[config.mk]
export PLATFORM = sky130hd
export DESIGN_NAME = reorder_queue
export DESIGN_NICKNAME = d
export VERILOG_FILES = /design/src/rtl/reorder_queue_pkg.sv /design/src/rtl/rob_wb_arbiter.sv /design/src/rtl/reorder_queue.sv
export SDC_FILE = /design/constraint.sdc
export NUM_CORES = 1
export LEC_CHECK = 0
export CAP_MARGIN = 0
export CORE_MARGIN = 4
export CORE_UTILIZATION = 45
export CTS_CLUSTER_DIAMETER = 80
export DETAILED_ROUTE_END_ITERATION = 6
export HOLD_SLACK_MARGIN = 0.08
export PLACE_DENSITY_LB_ADDON = 0.15
export SKIP_LAST_GASP = 1
export SYNTH_ARGS = -nofsm -noshare
export SYNTH_HDL_FRONTEND = slang
export SYNTH_HIERARCHICAL = 1
export SYNTH_SLANG_ARGS = --single-unit
[constraint.sdc]
create_clock -name clk_in -period 5 [get_ports clk_in]
set_input_delay 0.75 -clock clk_in [delete_from_list [all_inputs] [get_ports clk_in]]
set_output_delay 0.75 -clock clk_in [all_outputs]
set_load 0.1 [all_outputs]
[src/rtl/reorder_queue_pkg.sv]
// Shared reorder-queue definitions: entry type codes, default sizing and the
// per-entry payload layout used by the decoder, RS, LSB and the queue itself.
package reorder_queue_pkg;

  localparam int ROB_WIDTH_BIT_DEFAULT = 3;
  localparam int ROB_TYPE_W            = 2;

  typedef enum logic [ROB_TYPE_W-1:0] {
    TYPE_ALU    = 2'b00,
    TYPE_LOAD   = 2'b01,
    TYPE_STORE  = 2'b10,
    TYPE_BRANCH = 2'b11
  } rob_type_e;

  typedef struct packed {
    rob_type_e   rtype;
    logic [4:0]  rd;
    logic [31:0] pc;
    logic        pred_taken;
    logic        taken;
    logic [31:0] target;
    logic [31:0] val;
  } rob_entry_t;

  // Width of a writeback channel index; never zero so a single port still works.
  function automatic int sel_width(input int n);
    return (n > 1) ? $clog2(n) : 1;
  endfunction

endpackage

[src/rtl/rob_wb_arbiter.sv]
// Per-entry writeback resolution: which channel (lowest index wins) targets
// each queue entry this cycle. Shared by the entry update and query forwarding.
module rob_wb_arbiter
  import reorder_queue_pkg::*;
#(
  parameter int ROB_WIDTH_BIT = ROB_WIDTH_BIT_DEFAULT,
  parameter int WB_PORTS      = 2,
  parameter int CH_W          = sel_width(WB_PORTS)
) (
  input  logic [WB_PORTS-1:0]               wb_valid,
  input  logic [WB_PORTS*ROB_WIDTH_BIT-1:0] wb_id,
  output logic [(1<<ROB_WIDTH_BIT)-1:0]     hit,
  output logic [CH_W-1:0]                   sel [1<<ROB_WIDTH_BIT]
);

  // NOTE: every output gets a default before the loops so no path leaves it
  // unassigned, which would otherwise infer a latch.
  always_comb begin
    hit = '0;
    for (int e = 0; e < (1 << ROB_WIDTH_BIT); e++) begin
      sel[e] = '0;
      // Scan from the highest channel down so the lowest matching one lands last.
      for (int k = WB_PORTS - 1; k >= 0; k--) begin
        if (wb_valid[k] && wb_id[k*ROB_WIDTH_BIT +: ROB_WIDTH_BIT] == ROB_WIDTH_BIT'(e)) begin
          hit[e] = 1'b1;
          sel[e] = CH_W'(k);
        end
      end
    end
  end

endmodule

[src/rtl/reorder_queue.sv]
// Circular reorder buffer: in-order allocate, out-of-order writeback with
// operand forwarding, in-order single-entry commit and mispredict flush.
module reorder_queue
  import reorder_queue_pkg::*;
#(
  parameter int ROB_WIDTH_BIT = ROB_WIDTH_BIT_DEFAULT,
  parameter int WB_PORTS      = 2
) (
  input  logic                              clk_in,
  input  logic                              rst_in,
  input  logic                              rdy_in,
  input  logic                              alloc_valid,
  input  logic [1:0]                        alloc_type,
  input  logic [4:0]                        alloc_rd,
  input  logic [31:0]                       alloc_pc,
  input  logic                              alloc_pred_taken,
  output logic [ROB_WIDTH_BIT-1:0]          alloc_id,
  output logic                              full,
  input  logic [WB_PORTS-1:0]               wb_valid,
  input  logic [WB_PORTS*ROB_WIDTH_BIT-1:0] wb_id,
  input  logic [WB_PORTS*32-1:0]            wb_val,
  input  logic [WB_PORTS-1:0]               wb_taken,
  input  logic [WB_PORTS*32-1:0]            wb_target,
  input  logic [ROB_WIDTH_BIT-1:0]          query_id1,
  input  logic [ROB_WIDTH_BIT-1:0]          query_id2,
  output logic                              query_ready1,
  output logic                              query_ready2,
  output logic [31:0]                       query_val1,
  output logic [31:0]                       query_val2,
  output logic                              commit_valid,
  output logic [4:0]                        commit_rd,
  output logic [31:0]                       commit_val,
  output logic [ROB_WIDTH_BIT-1:0]          commit_id,
  output logic                              commit_store,
  output logic                              clear_flag,
  output logic [31:0]                       pc_fact
);

  localparam int ENTRIES = 1 << ROB_WIDTH_BIT;
  localparam int CNT_W   = ROB_WIDTH_BIT + 1;
  localparam int CH_W    = sel_width(WB_PORTS);
  localparam logic [CNT_W-1:0] FULL_CNT = CNT_W'(ENTRIES);

  rob_entry_t               ent [ENTRIES];
  rob_entry_t               head_ent;
  logic [ENTRIES-1:0]       busy, ready, wb_hit;
  logic [CH_W-1:0]          wb_sel [ENTRIES];
  logic [31:0]              wb_val_a [WB_PORTS];
  logic [31:0]              wb_target_a [WB_PORTS];
  logic [ROB_WIDTH_BIT-1:0] head, tail;
  logic [CNT_W-1:0]         count;
  logic                     accept, do_alloc, do_commit, mispredict;

  always_comb begin
    for (int k = 0; k < WB_PORTS; k++) begin
      wb_val_a[k]    = wb_val[k*32 +: 32];
      wb_target_a[k] = wb_target[k*32 +: 32];
    end
  end

  rob_wb_arbiter #(
    .ROB_WIDTH_BIT (ROB_WIDTH_BIT),
    .WB_PORTS      (WB_PORTS),
    .CH_W          (CH_W)
  ) u_arbiter (
    .wb_valid (wb_valid),
    .wb_id    (wb_id),
    .hit      (wb_hit),
    .sel      (wb_sel)
  );

  // Inputs are dropped both while stalled and during the flush pulse.
  assign accept     = rdy_in && !clear_flag;
  assign full       = (count == FULL_CNT);
  assign alloc_id   = tail;
  assign head_ent   = ent[head];
  assign do_alloc   = accept && alloc_valid && !full;
  assign do_commit  = accept && busy[head] && ready[head];
  assign mispredict = do_commit && head_ent.rtype == TYPE_BRANCH &&
                      head_ent.taken != head_ent.pred_taken;

  assign query_ready1 = ready[query_id1] || wb_hit[query_id1];
  assign query_ready2 = ready[query_id2] || wb_hit[query_id2];
  assign query_val1   = wb_hit[query_id1] ? wb_val_a[wb_sel[query_id1]] : ent[query_id1].val;
  assign query_val2   = wb_hit[query_id2] ? wb_val_a[wb_sel[query_id2]] : ent[query_id2].val;

  // NOTE: sequential state uses non-blocking assignments only, so every
  // always_ff reads pre-edge values regardless of statement order.
  always_ff @(posedge clk_in) begin
    if (rst_in || mispredict) begin
      head  <= '0;
      tail  <= '0;
      count <= '0;
      busy  <= '0;
      ready <= '0;
    end else if (accept) begin
      for (int e = 0; e < ENTRIES; e++) begin
        if (wb_hit[e] && busy[e]) ready[e] <= 1'b1;
      end
      if (do_commit) begin
        busy[head]  <= 1'b0;
        ready[head] <= 1'b0;
        head        <= head + 1'b1;
      end
      if (do_alloc) begin
        busy[tail]  <= 1'b1;
        ready[tail] <= 1'b0;
        tail        <= tail + 1'b1;
      end
      count <= count + CNT_W'(do_alloc) - CNT_W'(do_commit);
    end
  end

  // NOTE: the payload array has no reset; busy/ready gate every use of it,
  // so clearing it would only cost reset fan-out.
  always_ff @(posedge clk_in) begin
    if (accept) begin
      for (int e = 0; e < ENTRIES; e++) begin
        if (wb_hit[e] && busy[e]) begin
          ent[e].val    <= wb_val_a[wb_sel[e]];
          ent[e].taken  <= wb_taken[wb_sel[e]];
          ent[e].target <= wb_target_a[wb_sel[e]];
        end
      end
      if (do_alloc) begin
        ent[tail].rtype      <= rob_type_e'(alloc_type);
        ent[tail].rd         <= alloc_rd;
        ent[tail].pc         <= alloc_pc;
        ent[tail].pred_taken <= alloc_pred_taken;
      end
    end
  end

  always_ff @(posedge clk_in) begin
    if (rst_in) begin
      commit_valid <= 1'b0;
      commit_store <= 1'b0;
      clear_flag   <= 1'b0;
      commit_rd    <= '0;
      commit_val   <= '0;
      commit_id    <= '0;
      pc_fact      <= '0;
    end else begin
      commit_valid <= do_commit && head_ent.rd != 5'd0 && head_ent.rtype != TYPE_STORE;
      commit_store <= do_commit && head_ent.rtype == TYPE_STORE;
      clear_flag   <= mispredict;
      if (do_commit) begin
        commit_rd  <= head_ent.rd;
        commit_val <= head_ent.val;
        commit_id  <= head;
      end
      if (mispredict) pc_fact <= head_ent.taken ? head_ent.target : head_ent.pc + 32'd4;
    end
  end

endmodule

==> impl_metrics.tcl <==
set metrics [dict create \
    total_power_uw 18500 \
    grt_pass1_wl_um 207000 \
    synth_top_area_share_pct 52.4 \
    crit_arrival_ns 3.90 \
    synthDistinctLibCells 81 \
    regToRegEndpoint "pc_fact[31]$_SDFFE_PP0P_" \
    ant_nets 0 \
    post-cts-setup-buffers 0 \
    power.leakage_uw 0.0181 \
    dr.pass1.iters 6 \
    final_common_cell "edfxtp_1" \
    gp_congestion 0.884 \
    synth-adder-area-share_pct 0.249 \
    synth_top_family_by_area "multiplexers" \
    track_usage_pct 25.3 \
    synth_xor_area_share_pct 0.488 \
    wl_um 144000 \
    drv_cap 0 \
    yosysWarnings 6 \
    tightest_slew_ns 1.21 \
    highest_layer "met5" \
    cts-root-buf "clkbuf_16" \
    reg2reg_depth 8 \
    synth-edff-count 840 \
    preCtsSetupSlack_ns 0.400 \
    slowest_delay_ns 0.70 \
    rsz0062_at_grt "false" \
    hold_viol_final 0 \
    drive_gt1_share_pct 40.7 \
    vias 29073 \
    synthMuxAreaShare_pct 32.4 \
    ys_dominant_reg_cell "edfxtp_1" \
    cts_buffers 102 \
    cts_tree "done" \
    cts_sinks 944 \
    area_growth_syn_to_layout_pct 19.3 \
    hp-start "commit_val[29]$_SDFFE_PP0N_" \
    die_h_um 335 \
    overflow 0 \
    place_area_um2 54000 \
    crit_slowest_cell "clkdlybuf4s50_1" \
    path_clk_slew_ns 0.06 \
    layout.cell_area.non_filler_um2 57500 \
    skew_ns 0.0232 \
    via_per_inst 6.23 \
    htree_levels 3 \
    worstPathCellList "clkdlybuf4s50_1 > and4bb_1 > nand2b_1 > mux4_2 > mux2i_4 > buf_4 > a211oi_1 > a21oi_2 > buf_12" \
    cellPowerDensity_nw_per_um2 322 \
    worstPathRequired_ns 4.25 \
    hold_buffers 0 \
    ys_seq_area_share_pct 56.7 \
    synthCells 2896 \
    nFillCells 8386 \
    ys_top_cells_by_area "edfxtp_1 (52%), mux4_2 (16%), mux2_2 (13%)" \
    relSlewSlack_pct 18.8 \
    crit_family "buffers and inverters" \
    synth_nets 3093 \
    routed-wl-met2_um 70900 \
    status "finished clean" \
    ys_ff_latch 944 \
    drc 0 \
    dpl.hpwl_um 89700 \
    ios 333 \
    port_buffers 332 \
    fmax_mhz 215 \
    cp-end-kind "output pin" \
    crit_fanout 10 \
    worstHoldPathType "reg -> reg" \
    grt_pass1_vias 30003 \
    slew_violations 0 \
    crit_buf_inv 3 \
    min_period_ns 4.65 \
    min_path_cells 2 \
    grt_antenna_before_repair 22 \
    ys_async_sr_fraction_pct 0 \
    syn_area_per_cell_um2 16.6 \
    met3_length_um 10900 \
    setup_viol 0 \
    synth_compound_gate_area_share_pct 3.89 \
    routedWlPerCell_um 30.8 \
    final_cell_mix "edfxtp_1 (840), mux2_2 (541), mux4_2 (352)" \
    grt_max_degree 65 \
    layout.nets 3367 \
    critical_path_class "in -> out" \
    yosys.area_share.simple_pct 3.67 \
    yosysTopAreaCell "edfxtp_1" \
    rrSetupSlack_ns 1.24 \
    m1WireLength_um 57900 \
    die_x_um 335 \
    drt_iter0_drc 2495 \
    die_area_um2 112000 \
    cts_resized 0 \
    hold_ws_ns 0.500 \
    start_kind "input port" \
    design.core.area_um2 106000 \
    period_share_pct 93.1 \
    clk_latency_ns 0.69 \
    netlist_area_um2 48200 \
    min_to "commit_val[29]$_SDFFE_PP0N_" \
    cts_buffer_depth 3 \
    std_cell_rows 119 \
    setup_ws_ns 0.347 \
    utilization_pct 54.4 \
    initial_core_util_pct 45.6 \
    vdd_ir_drop_max_mv 0.311 \
]
power breakdown:
part | total [uW] | switching (uW) | internal (uW)
clock | 7600 | 3180 | 4420
combinational | 2220 | 1320 | 904
sequential | 8660 | 16.1 | 8640
sequential cells by signal (all words and copies together) (netlist names), 4 cells and up, named ones only:
name / cells
ent: 840
commit_rd: 5
ready: 8
commit_val: 32
count: 4
pc_fact: 32
busy: 8
synth_stat cells (all sizes together), types with 3 or more instances:
| library cell | instances |
|---|---|
| nand3 | 14 |
| nor2 | 85 |
| mux4 | 352 |
| or2 | 4 |
| mux2i | 155 |
| mux2 | 542 |
| nand2b | 17 |
| and3 | 11 |
| and2 | 4 |
| o31ai | 6 |
| a2111oi | 3 |
| a21oi | 90 |
| nor2b | 77 |
| o221ai | 4 |
| nor3 | 15 |
| ha | 8 |
| or3 | 3 |
| clkbuf | 154 |
| nor4b | 4 |
| nor4 | 10 |
| a211oi | 111 |
| a211o | 5 |
| nand3b | 5 |
| xnor2 | 14 |
| nand4b | 5 |
| a22oi | 14 |
| xor2 | 12 |
| nand4 | 9 |
| buf | 96 |
| and4bb | 4 |
| dfxtp | 104 |
| nand2 | 45 |
| inv | 18 |
| edfxtp | 840 |
| o21ai | 24 |
worst register-to-register path: cells and delay by family, from the launching register on:
family | cells | cell delay [ns]
AO/OA/AOI/OAI | 1 | 0.28
buffers and inverters | 1 | 0.92
flip-flops | 1 | 0.81
multiplexers | 2 | 1.21
AND/OR/NAND/NOR | 4 | 0.50
logic make-up after synthesis:
family,count (synthesis)
muxes,1049
adders and majority gates,9
buffers and inverters,269
xor gates and xnor gates,26
and+or+nand+nor,320
AOI/OAI and AO/OA,279
DFF,944
layout make-up:
| cell class | instances | area [um^2] | share of cell area, % |
|---|---|---|---|
| sequential | 944 | 27300 | 47.5 |
| antenna | 18 | 45.0 | 0.0784 |
| tap | 1391 | 1740 | 3.03 |
| timing repair buffer | 420 | 4860 | 8.47 |
| clock inverter | 51 | 465 | 0.810 |
| multi-input combinational | 1683 | 20000 | 34.8 |
| clock buffer | 142 | 2940 | 5.11 |
| inverter | 19 | 71.3 | 0.124 |
worst max-delay path by stage:
stage               cells after the start      from             to
CTS                                     9  wb_id[0]  query_val2[7]
global route                            9  wb_id[2]  query_val2[6]
global placement                        9  wb_id[0]  query_val2[1]
finish                                  9  wb_id[0]  query_val2[7]
detailed placement                      9  wb_id[0]  query_val2[7]
floorplan                               9  wb_id[1]  query_val1[1]
metal layers:
layer / global-route usage (%) / vias to the layer above
met5: 0 / -
met4: 7.85 / 8
met3: 5.75 / 230
met2: 42.0 / 1107
met1: 33.4 / 15303
li1: - / 12425
through the flow:
step                cells  TNS (ns)
global placement     4457         0
CTS                  4650         0
global route         4659         0
finish               4668         0
detailed placement   4457         0
floorplan            2896    -0.176
Power figures use the tool's default switching activity.
